**config.mk**
```make
export PLATFORM = sky130hd
export DESIGN_NAME = trap_controller
export DESIGN_NICKNAME = d
export VERILOG_FILES = /design/src/rtl/trap_controller.sv
export SDC_FILE = /design/constraint.sdc
export NUM_CORES = 1
export LEC_CHECK = 0
export CORE_AREA = 2 2 221 223
export DETAILED_ROUTE_END_ITERATION = 6
export DIE_AREA = 0 0 223 225
export PLACE_DENSITY_LB_ADDON = 0.2
export SETUP_SLACK_MARGIN = 0.15
export SLEW_MARGIN = 20
export SYNTH_ARGS = -nofsm -noshare
export SYNTH_HDL_FRONTEND = slang
export SYNTH_SLANG_ARGS = --single-unit
```
**constraint.sdc**
```tcl
create_clock -name CLK -period 7.3 [get_ports CLK]
set_input_delay 2.19 -clock CLK [delete_from_list [all_inputs] [get_ports CLK]]
set_output_delay 2.19 -clock CLK [all_outputs]
set_load 0.1 [all_outputs]
```
**src/rtl/trap_controller.sv**
```systemverilog
// Machine-mode trap sequencer: prioritises exceptions and interrupts,
// captures mcause/mepc/mtval and drives redirect/flush handshakes.
module trap_controller #(
    parameter int XLEN  = 64,
    parameter int N_EXC = 16,
    parameter int N_IRQ = 12
) (
    input  logic             CLK,
    input  logic             RST,
    input  logic [N_EXC-1:0] EXC_VALID,
    input  logic [XLEN-1:0]  EXC_PC,
    input  logic [XLEN-1:0]  EXC_TVAL,
    input  logic [N_IRQ-1:0] IRQ_PENDING,
    input  logic [N_IRQ-1:0] IRQ_ENABLE,
    input  logic             GIE,
    input  logic [XLEN-1:0]  NEXT_PC,
    input  logic [XLEN-1:0]  MTVEC,
    input  logic             MRET,
    input  logic             ACK,
    output logic             REDIRECT,
    output logic [XLEN-1:0]  REDIRECT_PC,
    output logic [XLEN-1:0]  CAUSE,
    output logic [XLEN-1:0]  EPC,
    output logic [XLEN-1:0]  TVAL,
    output logic             IN_TRAP,
    output logic             FLUSH
);

    localparam int EW = (N_EXC > 1) ? $clog2(N_EXC) : 1;
    localparam int IW = (N_IRQ > 1) ? $clog2(N_IRQ) : 1;

    typedef enum logic [1:0] {
        IDLE,
        ENTER,
        HANDLER,
        RETURN
    } state_t;

    state_t state, state_nxt;

    logic [N_IRQ-1:0] irq_act;
    logic [EW-1:0]    exc_idx;
    logic [IW-1:0]    irq_idx;
    logic             exc_any;
    logic             irq_any;
    logic             take;
    logic             ret;
    logic [XLEN-1:0]  base;
    logic [XLEN-1:0]  trap_pc;

    assign irq_act = IRQ_PENDING & IRQ_ENABLE;
    assign exc_any = |EXC_VALID;
    assign irq_any = GIE & ~IN_TRAP & (|irq_act);
    assign base    = {MTVEC[XLEN-1:2], 2'b00};

    // Lowest exception index wins, highest interrupt index wins.
    always_comb begin
        exc_idx = '0;
        for (int i = N_EXC - 1; i >= 0; i--) begin
            if (EXC_VALID[i]) exc_idx = EW'(i);
        end
    end

    always_comb begin
        irq_idx = '0;
        for (int i = 0; i < N_IRQ; i++) begin
            if (irq_act[i]) irq_idx = IW'(i);
        end
    end

    always_comb begin
        trap_pc = base;
        if (!exc_any && MTVEC[1:0] == 2'b01)
            trap_pc = base + (XLEN'(irq_idx) << 2);
    end

    always_comb begin
        state_nxt = state;
        take      = 1'b0;
        ret       = 1'b0;
        unique case (state)
            IDLE:    take = exc_any | irq_any;
            ENTER:   if (ACK) state_nxt = HANDLER;
            HANDLER: begin
                take = exc_any;
                ret  = ~exc_any & MRET;
            end
            RETURN:  if (ACK) state_nxt = IDLE;
            default: state_nxt = IDLE;
        endcase
        if (take) state_nxt = ENTER;
        if (ret)  state_nxt = RETURN;
    end

    always_ff @(posedge CLK) begin
        if (RST) begin
            state       <= IDLE;
            REDIRECT_PC <= '0;
            CAUSE       <= '0;
            EPC         <= '0;
            TVAL        <= '0;
            IN_TRAP     <= 1'b0;
        end else begin
            state <= state_nxt;
            if (take) begin
                REDIRECT_PC <= trap_pc;
                if (exc_any) begin
                    CAUSE <= XLEN'(exc_idx);
                    EPC   <= EXC_PC;
                    TVAL  <= EXC_TVAL;
                end else begin
                    CAUSE <= {1'b1, (XLEN-1)'(irq_idx)};
                    EPC   <= NEXT_PC;
                    TVAL  <= '0;
                end
            end
            if (ret) REDIRECT_PC <= EPC;
            if (state == ENTER && ACK)  IN_TRAP <= 1'b1;
            if (state == RETURN && ACK) IN_TRAP <= 1'b0;
        end
    end

    assign REDIRECT = (state == ENTER) || (state == RETURN);
    assign FLUSH    = ~RST & ACK & REDIRECT;

endmodule

```
======== Yosys cells after proc, flatten, opt, wreduce, memory -nomap -nowiden ========
Index checks and enable logic that the tools add are counted.
W data, S select, Z words.
storage, ports and cells
  register bits after elaboration ......... 259
  bits in latches ......................... 0
  RAM bits ................................ 0
  ROM bits ................................ 0
  logic and storage cells ................. 75
  memories ................................ 0
cells by class
  add/subtract/negate cells ............... 1
  multipliers ............................. 0
  divide/modulo/power cells ............... 0
  order comparisons ....................... 0
  equal/unequal tests ..................... 6
  shift-type cells ........................ 0
  muxes and demuxes ....................... 40
  bitwise logic cells ..................... 10
  reduce and logical (&&, ||, !) cells .... 12
operators by type and width
  kind                  number
  $mux W64              6
  $mux W4               26
  $add A64 B6 Y64       1
  $reduce_or A16 Y1     1
  $and A12 B12 Y12      1
  $reduce_or A12 Y1     1
  $mux W2               4
  $ne A4 B4 Y1 const B  2
  $and A1 B1 Y1         5
  $eq A2 B1 Y1 const B  2
  $eq A2 B2 Y1 const B  2
  $pmux W2 S2           1
  $reduce_bool A4 Y1    1
  $logic_and A1 B1 Y1   3
  $not A1 Y1            3
  $reduce_and A3 Y1     1
  $logic_not A2 Y1      1
  $mux W1               2
  $pmux W1 S2           1
  $reduce_bool A2 Y1    1
  $reduce_or A2 Y1      1
  $logic_not A1 Y1      1
  $logic_or A1 B1 Y1    1
  $or A1 B1 Y1          1

======== Depth between registers and ports, before layout ========
  depth in word-level cells ............... 17
  mapped depth ............................ 14
  mapped depth without buffers ............ 13

======== Worst setup path after synthesis ========
No wires, ideal clock.
  kind .................................... input port to output port
  start point ............................. input RST
  end point ............................... output FLUSH
  data arrival time ....................... 3.854 ns
  data required time ...................... 5.110 ns
  slack ................................... 1.256 ns
  stages on the path ...................... 3
  cells stage by stage .................... clkbuf_1 -> clkbuf_1 -> nor2_1
on the way
  word-level cells in the longest chain between the ends .. 3
ends and longest elaborated chain
  what                         RTL line  source
  start, declared              9         input logic RST,
  $not A1 Y1                   124       assign FLUSH = ~RST & ACK & REDIRECT;
  $and A1 B1 Y1 (2 in series)  124
  end, declared                26        output logic FLUSH
No other way between the ends.

======== Worst setup path in the final report ========
  start point ............................. input IRQ_PENDING[2]
  end point ............................... register REDIRECT_PC[62]
on the way
  word-level cells in the longest chain between the ends .. 15
  elaborated cells between the ends (all ways) .. 20
  classes of those cells .................. add/sub: 1; mux: 14; bitwise: 3; reduce/logical: 2
ends and longest elaborated chain
  what                    RTL line  source
  start, declared         13        input logic [N_IRQ-1:0] IRQ_PENDING,
  $and A12 B12 Y12 (*)    51        assign irq_act = IRQ_PENDING & IRQ_ENABLE;
  $mux W4 (10 in series)  67        if (irq_act[i]) irq_idx = IW'(i);
  $add A64 B6 Y64         74        trap_pc = base + (XLEN'(irq_idx) << 2);
  $mux W64                73        if (!exc_any && MTVEC[1:0] == 2'b01)
  $mux W64                105       if (take) begin
  $mux W64                117       if (ret) REDIRECT_PC <= EPC;
  end signal, assigned    106       REDIRECT_PC <= trap_pc;
  end, declared           21        output logic [XLEN-1:0] REDIRECT_PC,
Every way passes the cells marked *; elsewhere a longest branch is shown, timed or not. The select of a mux whose other input is x is not followed.
A chain may end at the register's enable or synchronous reset.

==> results.sh <==
export IMPL_fp_dieW_um=223
export IMPL_syn_inst=1219
export IMPL_post_cts_buffers=0
export IMPL_fin_nets=1963
export IMPL_r2r_start="state[0]$_SDFFE_PP0P_"
export IMPL_fin_skew_ns=0.00630
export IMPL_cpPeakStageDelay_ns=0.74
export IMPL_synth_ff_type="dfxtp_1"
export IMPL_path_delay_family="simple AND/OR/NAND/NOR gates"
export IMPL_synth_seq_area_share_pct=40.3
export IMPL_cts_made_buffers=17
export IMPL_finalHoldViolations=0
export IMPL_num_io_pins=560
export IMPL_fin_ws_ns=1.65
export IMPL_cts_tree="done"
export IMPL_dp_hpwl_mm=33.4
export IMPL_remaining_drc_errors=0
export IMPL_power_per_cell_area_nw_per_um2=236
export IMPL_port_buffer_count=500
export IMPL_clock_path_buffers=2
export IMPL_final_common_cell="clkdlybuf4s50_1"
export IMPL_h_tree_depth=4
export IMPL_final_layout_size_suffix_gt1_share_pct=4.19
export IMPL_synth_edf_count=0
export IMPL_rr_worst_depth=6
export IMPL_crit_end="REDIRECT_PC[62]$_SDFFE_PP0P_"
export IMPL_cp_cell_sequence="clkdlybuf4s50_1 > nand2_1 > a32o_1 > a22oi_1 > o211ai_1 > ha_1 > inv_1 > fa_1 > nand2b_1 > a2111o_1 > buf_4 > or4_1 > nor4_4 > xnor2_1 > o22ai_2"
export IMPL_critical_path_class="in2reg"
export IMPL_yosys_warnings=0
export IMPL_post_drt_wl_per_cell_um=19.9
export IMPL_grt_pass1_wl_mm=65.9
export IMPL_ys_types=61
export IMPL_grt_ovfl_total=0
export IMPL_worstMarginPinSlew_ns=1.12
export IMPL_synth_area_um2=9930
export IMPL_post_cts_resized=0
export IMPL_reg2reg_setup_slack_ns=4.18
export IMPL_firstDrtPassIters=5
export IMPL_tns_ns=0
export IMPL_regToRegEndpoint="CAUSE[3]$_SDFFE_PP0P_"
export IMPL_p_switching_uw=1630
export IMPL_slowest_stage="or4_1"
export IMPL_p_leak_uw=0.00573
export IMPL_clock_latency_ns=0.49
export IMPL_gp_congestion=0.791
export IMPL_synth_seq_cells=200
export IMPL_rsz0062_at_grt="false"
export IMPL_via_count=10632
export IMPL_async_flop_share_pct=0
export IMPL_cp_depth=15
export IMPL_clk_pin_slew_ns=0.08
export IMPL_grt_max_degree=99
export IMPL_setup_violations=0
export IMPL_p_comb_share_pct=38.6
export IMPL_hold_buffers=0
export IMPL_routed_via_density=4.65
export IMPL_num_rows=80
export IMPL_end_kind="flip-flop"
export IMPL_drt_wl_total_mm=45.5
export IMPL_grt_pass1_vias=10400
export IMPL_p_seq_share_pct=33.2
export IMPL_utilization_pct=33.4
export IMPL_track_usage_pct=17.6
export IMPL_area_growth_pct=59.9
export IMPL_place_ws_ns=1.11
export IMPL_die_h_um=225
export IMPL_fmax_mhz=177
export IMPL_dieArea_um2=50200
export IMPL_status="complete, no violations"
export IMPL_timing_hold_ws_ns=0.456
export IMPL_hold_class="reg2reg"
export IMPL_cp_max_fo=7
export IMPL_period_minus_slack_ns=5.65
export IMPL_core_area_um2=47500
export IMPL_dr_first_iter_drc_count=592
export IMPL_cts_sinks=200
export IMPL_ir_drop_uv=129
export IMPL_post_route_period_util_pct=77.4
export IMPL_switching_share_pct=43.4
export IMPL_synth_area_per_cell_um2=8.14
export IMPL_antenna_found_initial=2
export IMPL_worst_setup_path_start_kind="primary input"
export IMPL_cap_violations=0
export IMPL_crit_path_start="IRQ_PENDING[2]"
export IMPL_cp_required_ns=7.65
export IMPL_slew_headroom_pct=24.9
export IMPL_critPathBufInv=3
export IMPL_clock_power_share_pct=28.1
export IMPL_root_buffer="clkbuf_16"
export IMPL_p_int_uw=2120
export IMPL_maxSlewViolCount=0
export IMPL_detail_route_antenna_nets=0
export IMPL_layout_common_cells="clkdlybuf4s50_1 (498), dfxtp_1 (200), nand2_1 (186)"
export IMPL_arrival_ns=6.00
export IMPL_initial_utilization_pct=20.9
## worst min-delay path by stage
stage | from | to | slack [ns] | cells after the start
6_report | REDIRECT_PC[6]$_SDFFE_PP0P_ | REDIRECT_PC[6]$_SDFFE_PP0P_ | 0.46 | 2
5_1_grt | REDIRECT_PC[5]$_SDFFE_PP0P_ | REDIRECT_PC[5]$_SDFFE_PP0P_ | 0.48 | 2
4_1_cts | REDIRECT_PC[6]$_SDFFE_PP0P_ | REDIRECT_PC[6]$_SDFFE_PP0P_ | 0.46 | 2
3_5_place_dp | REDIRECT_PC[6]$_SDFFE_PP0P_ | REDIRECT_PC[6]$_SDFFE_PP0P_ | 0.45 | 2
3_3_place_gp | REDIRECT_PC[5]$_SDFFE_PP0P_ | REDIRECT_PC[5]$_SDFFE_PP0P_ | 0.44 | 2
2_1_floorplan | state[0]$_SDFFE_PP0P_ | state[0]$_SDFFE_PP0P_ | 0.50 | 2
## registers in the layout, indices dropped and copies added, names as in the netlist
| signal | cells |
|---|---|
| IN_TRAP | 1 |
| TVAL | 64 |
| state | 2 |
| REDIRECT_PC | 64 |
| CAUSE | 5 |
| EPC | 64 |
## area by class of cell
| type | count | area, µm² |
|---|---|---|
| clock buffers | 18 | 439 |
| well taps | 615 | 769 |
| flip-flops and latches | 200 | 4000 |
| clock inverters | 14 | 189 |
| fillers | 5029 | 31700 |
| diodes | 3 | 7.51 |
| repair buffers | 514 | 5110 |
| inverters | 14 | 52.6 |
| multi-input cells | 910 | 5300 |
## cell usage after synthesis (all sizes together), types with 2 or more instances
cell type	count	share of area, %
dfxtp	200	40
nand2	187	7.1
nor2	173	6.6
a22oi	122	9.2
buf	81	5.7
clkbuf	72	2.7
a311oi	65	5.7
o22ai	44	2.8
xnor2	36	3.2
nand3	32	1.6
a21oi	28	1.4
xor2	23	2.0
nor3	21	1.3
nand4	19	1.4
nor4	15	1.7
inv	14	0.53
and3	10	0.63
o21ai	10	0.50
a31oi	7	0.44
and2	7	0.44
and4	6	0.53
nand2b	5	0.39
nor2b	5	0.32
ha	4	0.50
a222oi	3	0.30
o31ai	3	0.23
a32o	2	0.20
o211ai	2	0.15
or4	2	0.15
## kinds of logic after synthesis
kind of cell             share of synthesized area, %
AO/OA/AOI/OAI                                    22.1
XOR/XNOR                                         5.21
adder cells (fa/ha/maj)                         0.706
buffers and inverters                            8.91
flip-flops                                       40.3
multiplexers                                    0.113
other                                          0.0378
AND/OR/NAND/NOR                                  22.6
## worst min-delay path: cells and delay by family (launching register included)
| kind | cells | cell delay [ns] |
|---|---|---|
| AOI/OAI and AO/OA | 1 | 0.05 |
| DFF | 1 | 0.31 |
| and+or+nand+nor | 1 | 0.05 |
## stage by stage
step                      std cells  power, µW  instance area, µm²
after floorplan                1277       2280               10100
after global placement         2253       2720               15200
after detailed placement       2253       2730               15200
after CTS                      2285       3820               15900
after global routing           2287       3910               15900
final                          2288       3750               15900
## power groups by stage
stage / combinational (µW) / sequential, µW / clock (µW)
detailed placement: 1450 / 1270 / 0
CTS: 1460 / 1250 / 1110
global placement: 1450 / 1270 / 0
floorplan: 393 / 1890 / 0
finish: 1450 / 1250 / 1060
global route: 1510 / 1260 / 1140
## routing by layer
metal,GRT usage (%),part of all wire [%],vias to the layer above
li1,-,-,5168
met1,20.4,41,5043
met2,29.9,49,374
met3,6.75,7.8,47
met4,5.22,1.9,0
met5,0,0,-
No activity file was read; power rests on OpenSTA's default activity.
